`src/rtl/stopwatch_ctrl.sv`:
```
// Stopwatch control: synchronised start/clear buttons drive an IDLE/RUNNING/PAUSED FSM and a tick prescaler.
// Input debouncing is optional and built only when STOPWATCH_CTRL_DEBOUNCE_EN is defined.
module stopwatch_ctrl #(
   parameter int DIV             = 100000,
   parameter int DEBOUNCE_CYCLES = 20000
) (
   input  logic       clk,
   input  logic       reset,
   input  logic       btn_start,
   input  logic       btn_clear,
   output logic       start_resume,
   output logic       stop,
   output logic       clear,
   output logic       tick,
   output logic       running,
   output logic [1:0] dbg_state
);
   typedef enum logic [1:0] {
      IDLE    = 2'd0,
      RUNNING = 2'd1,
      PAUSED  = 2'd2
   } state_t;

   localparam int            PW      = $clog2(DIV);
   localparam logic [PW-1:0] PS_LAST = PW'(DIV - 1);

   if (DIV < 2 || DEBOUNCE_CYCLES < 1) begin : g_bad_cfg
      $error("stopwatch_ctrl: DIV must be >= 2 and DEBOUNCE_CYCLES >= 1");
   end

   // Bit 1 is the clear button, bit 0 the start button.
   logic [1:0] w_btn;
   logic [1:0] w_filt;
   logic [1:0] w_press;
   logic [1:0] r_sync1;
   logic [1:0] r_sync2;
   logic [1:0] r_prev;
   logic [1:0] r_armed;
   logic [1:0] r_vld;

   assign w_btn = {btn_clear, btn_start};

   // A button is armed only after it has been seen released, so a level held through reset is not a press.
   always_ff @(posedge clk or negedge reset) begin
      if (!reset) begin
         r_sync1 <= '0;
         r_sync2 <= '0;
         r_vld   <= '0;
         r_prev  <= '0;
         r_armed <= '0;
      end else begin
         r_sync1 <= w_btn;
         r_sync2 <= r_sync1;
         r_vld   <= {r_vld[0], 1'b1};
         r_prev  <= w_filt;
         r_armed <= r_armed | ({2{r_vld[1]}} & ~r_sync2);
      end
   end

`ifdef STOPWATCH_CTRL_DEBOUNCE_EN
   localparam int            CW      = $clog2(DEBOUNCE_CYCLES + 1);
   localparam logic [CW-1:0] DB_LAST = CW'(DEBOUNCE_CYCLES - 1);

   logic [1:0][CW-1:0] r_db_cnt;
   logic [1:0]         r_filt;

   // The filtered level flips only after DEBOUNCE_CYCLES consecutive disagreeing samples.
   always_ff @(posedge clk or negedge reset) begin
      if (!reset) begin
         r_db_cnt <= '0;
         r_filt   <= '0;
      end else begin
         for (int i = 0; i < 2; i++) begin
            if (r_sync2[i] == r_filt[i]) begin
               r_db_cnt[i] <= '0;
            end else if (r_db_cnt[i] == DB_LAST) begin
               r_filt[i]   <= r_sync2[i];
               r_db_cnt[i] <= '0;
            end else begin
               r_db_cnt[i] <= r_db_cnt[i] + CW'(1);
            end
         end
      end
   end

   assign w_filt = r_filt;
`else
   assign w_filt = r_sync2;
`endif

   assign w_press = w_filt & ~r_prev & r_armed;

   state_t        r_state;
   state_t        w_next;
   logic          w_sr;
   logic          w_stop;
   logic          w_clr;
   logic          w_run_stay;
   logic [PW-1:0] r_presc;
   logic          r_start_resume;
   logic          r_stop;
   logic          r_clear;
   logic          r_tick;
   logic          r_running;

   always_comb begin
      w_next = r_state;
      w_sr   = 1'b0;
      w_stop = 1'b0;
      w_clr  = 1'b0;
      if (w_press[1]) begin
         w_next = IDLE;
         w_clr  = 1'b1;
      end else if (w_press[0]) begin
         case (r_state)
            RUNNING: begin
               w_next = PAUSED;
               w_stop = 1'b1;
            end
            default: begin
               w_next = RUNNING;
               w_sr   = 1'b1;
            end
         endcase
      end
   end

   assign w_run_stay = (r_state == RUNNING) && (w_next == RUNNING);

   always_ff @(posedge clk or negedge reset) begin
      if (!reset) begin
         r_state <= IDLE;
      end else begin
         r_state <= w_next;
      end
   end

   // The prescaler advances only in cycles that stay RUNNING, so no tick coincides with a stop or clear.
   always_ff @(posedge clk or negedge reset) begin
      if (!reset) begin
         r_presc        <= '0;
         r_start_resume <= 1'b0;
         r_stop         <= 1'b0;
         r_clear        <= 1'b0;
         r_tick         <= 1'b0;
         r_running      <= 1'b0;
      end else begin
         r_start_resume <= w_sr;
         r_stop         <= w_stop;
         r_clear        <= w_clr;
         r_running      <= (w_next == RUNNING);
         r_tick         <= 1'b0;
         if (w_next == IDLE) begin
            r_presc <= '0;
         end else if (w_run_stay) begin
            if (r_presc == PS_LAST) begin
               r_presc <= '0;
               r_tick  <= 1'b1;
            end else begin
               r_presc <= r_presc + PW'(1);
            end
         end
      end
   end

   assign start_resume = r_start_resume;
   assign stop         = r_stop;
   assign clear        = r_clear;
   assign tick         = r_tick;
   assign running      = r_running;
   assign dbg_state    = r_state;

endmodule

```
`config.mk`:
```
export PLATFORM = sky130hd
export DESIGN_NAME = stopwatch_ctrl
export DESIGN_NICKNAME = d
export VERILOG_FILES = /design/src/rtl/stopwatch_ctrl.sv
export SDC_FILE = /design/constraint.sdc
export NUM_CORES = 1
export LEC_CHECK = 0
export CORE_ASPECT_RATIO = 0.75
export CORE_MARGIN = 1.5
export CORE_UTILIZATION = 40
export DETAILED_ROUTE_END_ITERATION = 7
export GPL_ROUTABILITY_DRIVEN = 0
export GPL_TIMING_DRIVEN = 1
export MAX_ROUTING_LAYER = met4
export PLACE_DENSITY = 0.59
export SYNTH_ARGS = -nofsm -noshare
export SYNTH_HDL_FRONTEND = slang
export SYNTH_SLANG_ARGS = --single-unit
```
`constraint.sdc`:
```
create_clock -name clk -period 3 [get_ports clk]
set_clock_uncertainty 0.05 [all_clocks]
set_input_delay 0.45 -clock clk [delete_from_list [all_inputs] [get_ports clk]]
set_output_delay 0.45 -clock clk [all_outputs]
set_load 0.005 [all_outputs]
```
**Word-level counts from Yosys, hierarchy flattened**

Cells that the tools add are included.

- Add/subtract/negate cells: 1
- Equal/unequal tests: 3
- Multiplexer cells: 16
- Bitwise operators: 6
- Reduce and logical (&&, ||, !) cells: 3

Operators with widths:

| kind | count |
|---|---|
| $mux W17 | 3 |
| $add A17 B1 Y17 const B | 1 |
| $eq A17 B17 Y1 const B | 1 |
| $mux W1 | 10 |
| $and A2 B2 Y2 | 3 |
| $mux W2 | 3 |
| $eq A2 B1 Y1 const B | 2 |
| $not A2 Y2 | 2 |
| $logic_not A2 Y1 | 1 |
| $or A2 B2 Y2 | 1 |
| $reduce_bool A2 Y1 | 1 |
| $logic_and A1 B1 Y1 | 1 |

- Register bits after elaboration: 34
- Input bits: 4
- Output and inout port bits: 7

**Longest topological paths before layout**

Gate-level depths: netlist of run 1.

- Word-level depth: 9
- Depth in mapped cells: 7
- Depth with buffers taken out: 6

**Least setup slack after synthesis of run 1**

Ideal clock, no wire load.

- Path type: register to register
- From: register r_presc[0]
- To: register r_presc[16]
- Library setup time: 0.118 ns
- Data arrival time: 1.602 ns
- Required time: 2.832 ns
- Path slack: 1.230 ns
- Cell stages (with the launch flop): 7
- Path buffers: 0
- Clock period less this slack: 1.770 ns
- Cells stage by stage: dfrtp_1 ha_1 nand4_1 or4_4 nor2_1 o21ai_1 a21o_1

- Longest elaborated chain between the ends: 4
- Elaborated cells between the ends (all ways): 5
- Classes of those cells: add/sub (1); eq/ne (1); mux (3)

RTL lines:

| item | RTL line | source |
|---|---|---|
| from (decl) | 99 | `logic [PW-1:0] r_presc;` |
| from (signal assigned) | 160 | `r_presc <= r_presc + PW'(1);` |
| $add A17 B1 Y17 / $eq A17 B17 Y1 (equally long branches) | 160, 156 |  |
| $mux W17 * | 156 | `if (r_presc == PS_LAST) begin` |
| $mux W17 * | 155 | `end else if (w_run_stay) begin` |
| $mux W17 * | 153 | `if (w_next == IDLE) begin` |

Every way passes the cells marked *; elsewhere a longest branch is shown, timed or not. The select of a mux whose other input is x is not followed.
A chain may end at the register's enable or synchronous reset.

**Final worst setup path of run 1**

Ends and elaborated chain as after synthesis.

==> out/metrics.cfg, run 1 <==
[run_status]
status=finished, final reports clean

[layout]
drive_above_1_share_pct=11.4
diodes=0
area_growth_pct=16.2
final_core_util_pct=49.5
stdcell_area_um2=1850
stdcell_count=218
n_fill_cell=361
fin_nets=170

[power]
power_frac_clock_pct=38.0
switchingPower_uw=263
internal_power_uw=772
p_leak_uw=0.000823
swShare_pct=25.4
pwr-share-comb_pct=12.9
p_seq_share_pct=49.1
power.density_nw_per_um2=560
max-vdd-ir-drop_v=0.000265

[critical_path]
cp-start-kind=register
cp_slowest_stage_delay_ps=600
path_class=register to register
reg2reg_from=r_presc[0]
slowest_stage=or4_4
crit_arrival_ps=2050
cp.depth=6
worstReg2RegEnd=r_presc[16]
endpoint_kind=register
rrSetupSlack_ps=1070
worst-path-buf-inv=0
crit_required_ps=3130
r2r_cells=6
path_delay_family=simple AND/OR/NAND/NOR gates
path_cells=ha_1, nand4_1, or4_4, nor2_1, o21ai_1, a21o_1
worstPathMaxFanout=5

[grt]
grt_pass1_wl_um=5710
grt_pass1_vias=1152
antenna_found_initial=0
grt_max_degree=35
grt_util_all_layers_pct=18.4
overflow=0

[clock_network]
cts_setup_buffers=0
cts_sinks=34
cts_resized=0
cts.path.max_buffers=2
cts_tree=built
numCtsBuffers=5
cts-root-buf=clkbuf_8
postCtsHoldBufs=0
clkTransAtPathRegs_ps=70
cts.htree.levels=2
insertion_delay_ps=280

[logic_synthesis]
ys.flop_type=dfrtp_1
ys_ff_latch=34
synth_seq_area_share_pct=53.5
synth_edf_count=0
synth_area_leaders=dfrtp_1 53%, nor2_1 4.2%, nand2_1 4.0%, o22a_1 3.9%, a21o_1 3.8%
synth_area_leader_cell=dfrtp_1
syn_nets=156
synth_top_cell_area_share_pct=53.5
synth_area_um2=1590
ys_types=41
syn_inst=151
ys_warn_count=0
synth_area_per_cell_um2=10.5
synthArstFlopShare_pct=100

[sta]
setup-violations-final=0
worstMarginPinSlew_ps=678
finalSetupTns_ps=0
rsz0062_at_grt=no
relSlewSlack_pct=54.7
min_period_ps=1930
hold_viol=0
slew_viol_final=0
setup_ws_ps=1070
fin_crit_sh_pct=64.2
fmax_mhz=519

[placed_design]
dp_hpwl_um=2130
dp.cells=210
dp_slack_ps=1080
placed_area_um2=1740
port_buffers=10

[floorplan]
die_y_um=57.6
dieWidth_um=75.8
core_um2=3730
row_count=19
start_util_pct=42.6
dieArea_um2=4370
ios=11

[route]
viasPerCell=5.41
vias=1179
antenna_left=0
routed_wl_um=3150
wl_per_cell_um=14.5
drt_iter0_markers=44
drtPass1Iterations=4
drc_errors=0

[flow_run]
drv_cap=0

[min_path]
holdPathEnd=r_vld[1]
min_path_type=register to register
worstHoldPathCells=0
hp-start=r_vld[0]

routing by layer:
| layer | routed length (um) | GRT usage, % | vias to the layer above |
|---|---|---|---|
| li1 | - | - | 567 |
| met1 | 1540 | 25.9 | 581 |
| met2 | 1410 | 24.3 | 27 |
| met3 | 152 | 6.26 | 4 |
| met4 | 53 | 7.40 | 0 |
| met5 | 0 | - | - |
flip-flops by register name (all words and copies together), names as in the netlist:
name / flops
start_resume: 1
tick: 1
clear: 1
dbg_state: 2
r_sync1: 2
r_prev: 2
r_sync2: 2
running: 1
r_armed: 2
r_presc: 17
stop: 1
r_vld: 2
power by group through the flow:
stage | Clock, uW | Combinational (uW) | Sequential (uW)
2_1_floorplan | 0 | 88.8 | 513
3_3_place_gp | 0 | 131 | 516
3_5_place_dp | 0 | 134 | 517
4_1_cts | 406 | 135 | 509
5_1_grt | 430 | 151 | 513
6_report | 394 | 133 | 509
layout by cell type (no fill, tap or decap), drive strengths merged, types with 3 or more instances in the layout:
cell | netlist | layout
o22a | 7 | 7
nor4 | 4 | 4
nand2 | 17 | 17
dfrtp | 34 | 34
o21ai | 8 | 8
nand4 | 6 | 6
a21o | 8 | 8
nor3 | 4 | 4
a31oi | 3 | 3
inv | 4 | 4
nor2 | 18 | 18
nand3 | 6 | 6
nor2b | 6 | 6
clkdlybuf4s50 | 0 | 10
clkbuf | 1 | 8
worst max path at each step:
stage / startpoint / endpoint / slack [ps]
floorplan: r_presc[0] / r_presc[16] / 1230
global placement: r_presc[0] / r_presc[16] / 1130
detailed placement: r_presc[0] / r_presc[16] / 1080
CTS: r_presc[0] / r_presc[16] / 1070
global route: r_sync2[0] / r_presc[5] / 940
finish: r_presc[0] / r_presc[16] / 1070
layout make-up:
type	instances	area [um2]	share of cell area [%]
sequential	34	851	46.0
multi-input combinational	109	701	37.9
timing repair buffer	11	108	5.82
inverter	4	15.0	0.812
clock buffer	8	110	5.95
tap	52	65.1	3.52
kinds of logic after synthesis:
| logic type | synth area share [%] |
|---|---|
| AOI/OAI and AO/OA | 16.0 |
| DFF | 53.5 |
| adders and majority gates | 0.786 |
| other | 0.236 |
| and+or+nand+nor | 26.5 |
| buffers and inverters | 2.52 |
| xor gates and xnor gates | 0.550 |
per-stage QoR:
| stage | power, uW | hold WS [ps] |
|---|---|---|
| final | 1040 | 300 |
| after global routing | 1090 | 321 |
| after CTS | 1050 | 303 |
| after detailed placement | 651 | 287 |
| after global placement | 647 | 282 |
| after floorplan | 601 | 104 |
Yosys cell counts (2+ instances only):
cell / instances
nor2b_1: 6
nor3_1: 3
nor4_1: 3
a31oi_1: 3
nand2b_1: 2
o21ai_1: 2
a21oi_1: 2
nand3_1: 6
dfrtp_1: 34
inv_1: 4
nor2_1: 18
o21ai_0: 5
nand4_1: 5
a21o_1: 8
buf_2: 2
o22a_1: 7
nand2_1: 17
Power figures use the tool's default switching activity.
==> inputs of run 2 (changes only) <==
==> constraint.sdc (replaced) <==
create_clock -name clk -period 1.8 [get_ports clk]
set_clock_uncertainty 0.05 [all_clocks]
set_input_delay 0.27 -clock clk [delete_from_list [all_inputs] [get_ports clk]]
set_output_delay 0.27 -clock clk [all_outputs]
set_load 0.005 [all_outputs]
==> run 2 against run 1 <==
  * Fmax is 11% higher
  * Sequential share of layout area fell by 4.7 points
  * Highest routed layer unchanged
  * Critical path depth shrank 1
  * Die area is the same
  * Hold slack better by 2.3 ps
==> out/metrics.cfg, run 2 (synthesis gave the netlist of run 1 again) <==
[critical_path]
cp-start-kind=register
path_class=register to register
crit_arrival_ps=1870
worstPathMaxFanout=12
endpoint_kind=register
slowest_stage=o311ai_4
cp_slowest_stage_delay_ps=500
crit_required_ps=1930
path_cells=and3b_2, o311ai_4, buf_4, a31oi_1, o22a_1

[layout]
n_fill_cell=333
diodes=0
stdcell_area_um2=2060
top_register=r_presc
final_common_cell=dfrtp_1
final_cell_mix=33 x dfrtp_1, 24 x buf_4, 18 x nor2_1, 17 x nand2_1, 10 x clkdlybuf4s50_1
drive_above_1_share_pct=23.8
largest_register_ffs=17
fin_nets=193
area_growth_pct=29.7

[route]
drtPass1Iterations=4
drc_errors=0
drt_iter0_markers=96
wl_per_cell_um=14.0
antenna_left=0
vias=1283
routed_wl_um=3380
viasPerCell=5.32

[grt]
grt_util_all_layers_pct=17.9
overflow=0
antenna_found_initial=0
grt_max_degree=35
grt_pass1_vias=1245
grt_pass1_wl_um=5580

[sta]
fmax_mhz=574
min_period_ps=1740
setup-violations-final=0
finalSetupTns_ps=0
fin_crit_sh_pct=96.8
hold_viol=0
relSlewSlack_pct=61.7
worstMarginPinSlew_ps=573
slew_viol_final=0
rsz0062_at_grt=yes

[power]
internal_power_uw=1510
switchingPower_uw=494
max-vdd-ir-drop_v=0.000555
p_seq_share_pct=42.1
pwr-share-comb_pct=15.0
swShare_pct=24.7
power_frac_clock_pct=42.9
p_leak_uw=0.000945
power.density_nw_per_um2=971

[clock_network]
insertion_delay_ps=290
numCtsBuffers=5
cts_tree=built
clkTransAtPathRegs_ps=80
cts-root-buf=clkbuf_8
cts_sinks=34
cts.htree.levels=2
cts.path.max_buffers=2

[placed_design]
dp_hpwl_um=2340
placed_area_um2=1890
port_buffers=10

[floorplan]
dieArea_um2=4370
start_util_pct=42.6
ios=11
row_count=19
core_um2=3730
die_y_um=57.6
dieWidth_um=75.8

[run_status]
status=finished, final reports clean

[flow_run]
drv_cap=0

[min_path]
min_path_type=register to register

## run 2: worst max-delay path, delay by kind of cell (launching register included)
kind | cells | cell delay (ps)
and+or+nand+nor | 1 | 250
AOI/OAI and AO/OA | 3 | 710
buffers and inverters | 1 | 220
DFF | 1 | 400
## run 2: area by class of cell
class / instances / area, um2 / share of cell area [%]
Clock buffer: 5 / 68.8 / 3.33
Clock inverter: 3 / 68.8 / 3.33
Inverter: 4 / 15.0 / 0.727
Tap cell: 52 / 65.1 / 3.15
Timing Repair Buffer: 34 / 280 / 13.6
Multi-Input combinational cell: 109 / 714 / 34.6
Sequential cell: 34 / 852 / 41.3
## run 2: per-layer routing
metal  GRT usage (%)  vias to the layer above  routed length [um]  part of all wire [%]
met5               -                        -                   0                     0
met4            7.91                        0                  71                   2.1
met3            4.87                        9                 137                   4.1
met2            24.6                       29                1420                    42
met1            24.6                      634                1760                    52
li1                -                      611                   -                     -
## run 2: timing repair
| action | CTS | global route |
|---|---|---|
| setup endpoints to repair | 1 | 12 |
| pin swaps | 1 | 3 |
| resized for setup | 0 | 5 |
| hold buffers | 0 | 0 |
| setup buffers | 3 | 0 |
| gates cloned | 0 | 0 |
## run 2: power by group through the flow
stage               logic [uW]  registers (uW)  clock network, uW
floorplan                  148             854                  0
global placement           271             855                  0
detailed placement         279             856                  0
CTS                        296             842                865
global route               327             849                899
finish                     301             844                861
## run 2: metrics by stage
stage          util, %  total power, uW  hold slack, ps  setup slack [ps]  instances
2_1_floorplan        -             1000           -75.6              30.0        151
3_3_place_gp      50.6             1130             283              63.2        230
3_5_place_dp      50.6             1140             287              21.4        230
4_1_cts           54.9             2000             305              11.8        241
5_1_grt           55.3             2070             311             -10.9        241
6_report          55.3             2010             303              57.7        241
## run 2: final timing paths
check                           start            to  slack, ps  cells after the start
max                        r_sync2[0]   r_presc[11]         60                      5
max reg2reg                r_sync2[0]   r_presc[11]         60                      5
max in group asynchronous       reset    r_presc[6]       1040                      2
min                        r_sync1[1]    r_sync2[1]        300                      0
min reg2reg                r_sync1[1]    r_sync2[1]        300                      0
min in group asynchronous       reset  dbg_state[1]        330                      2
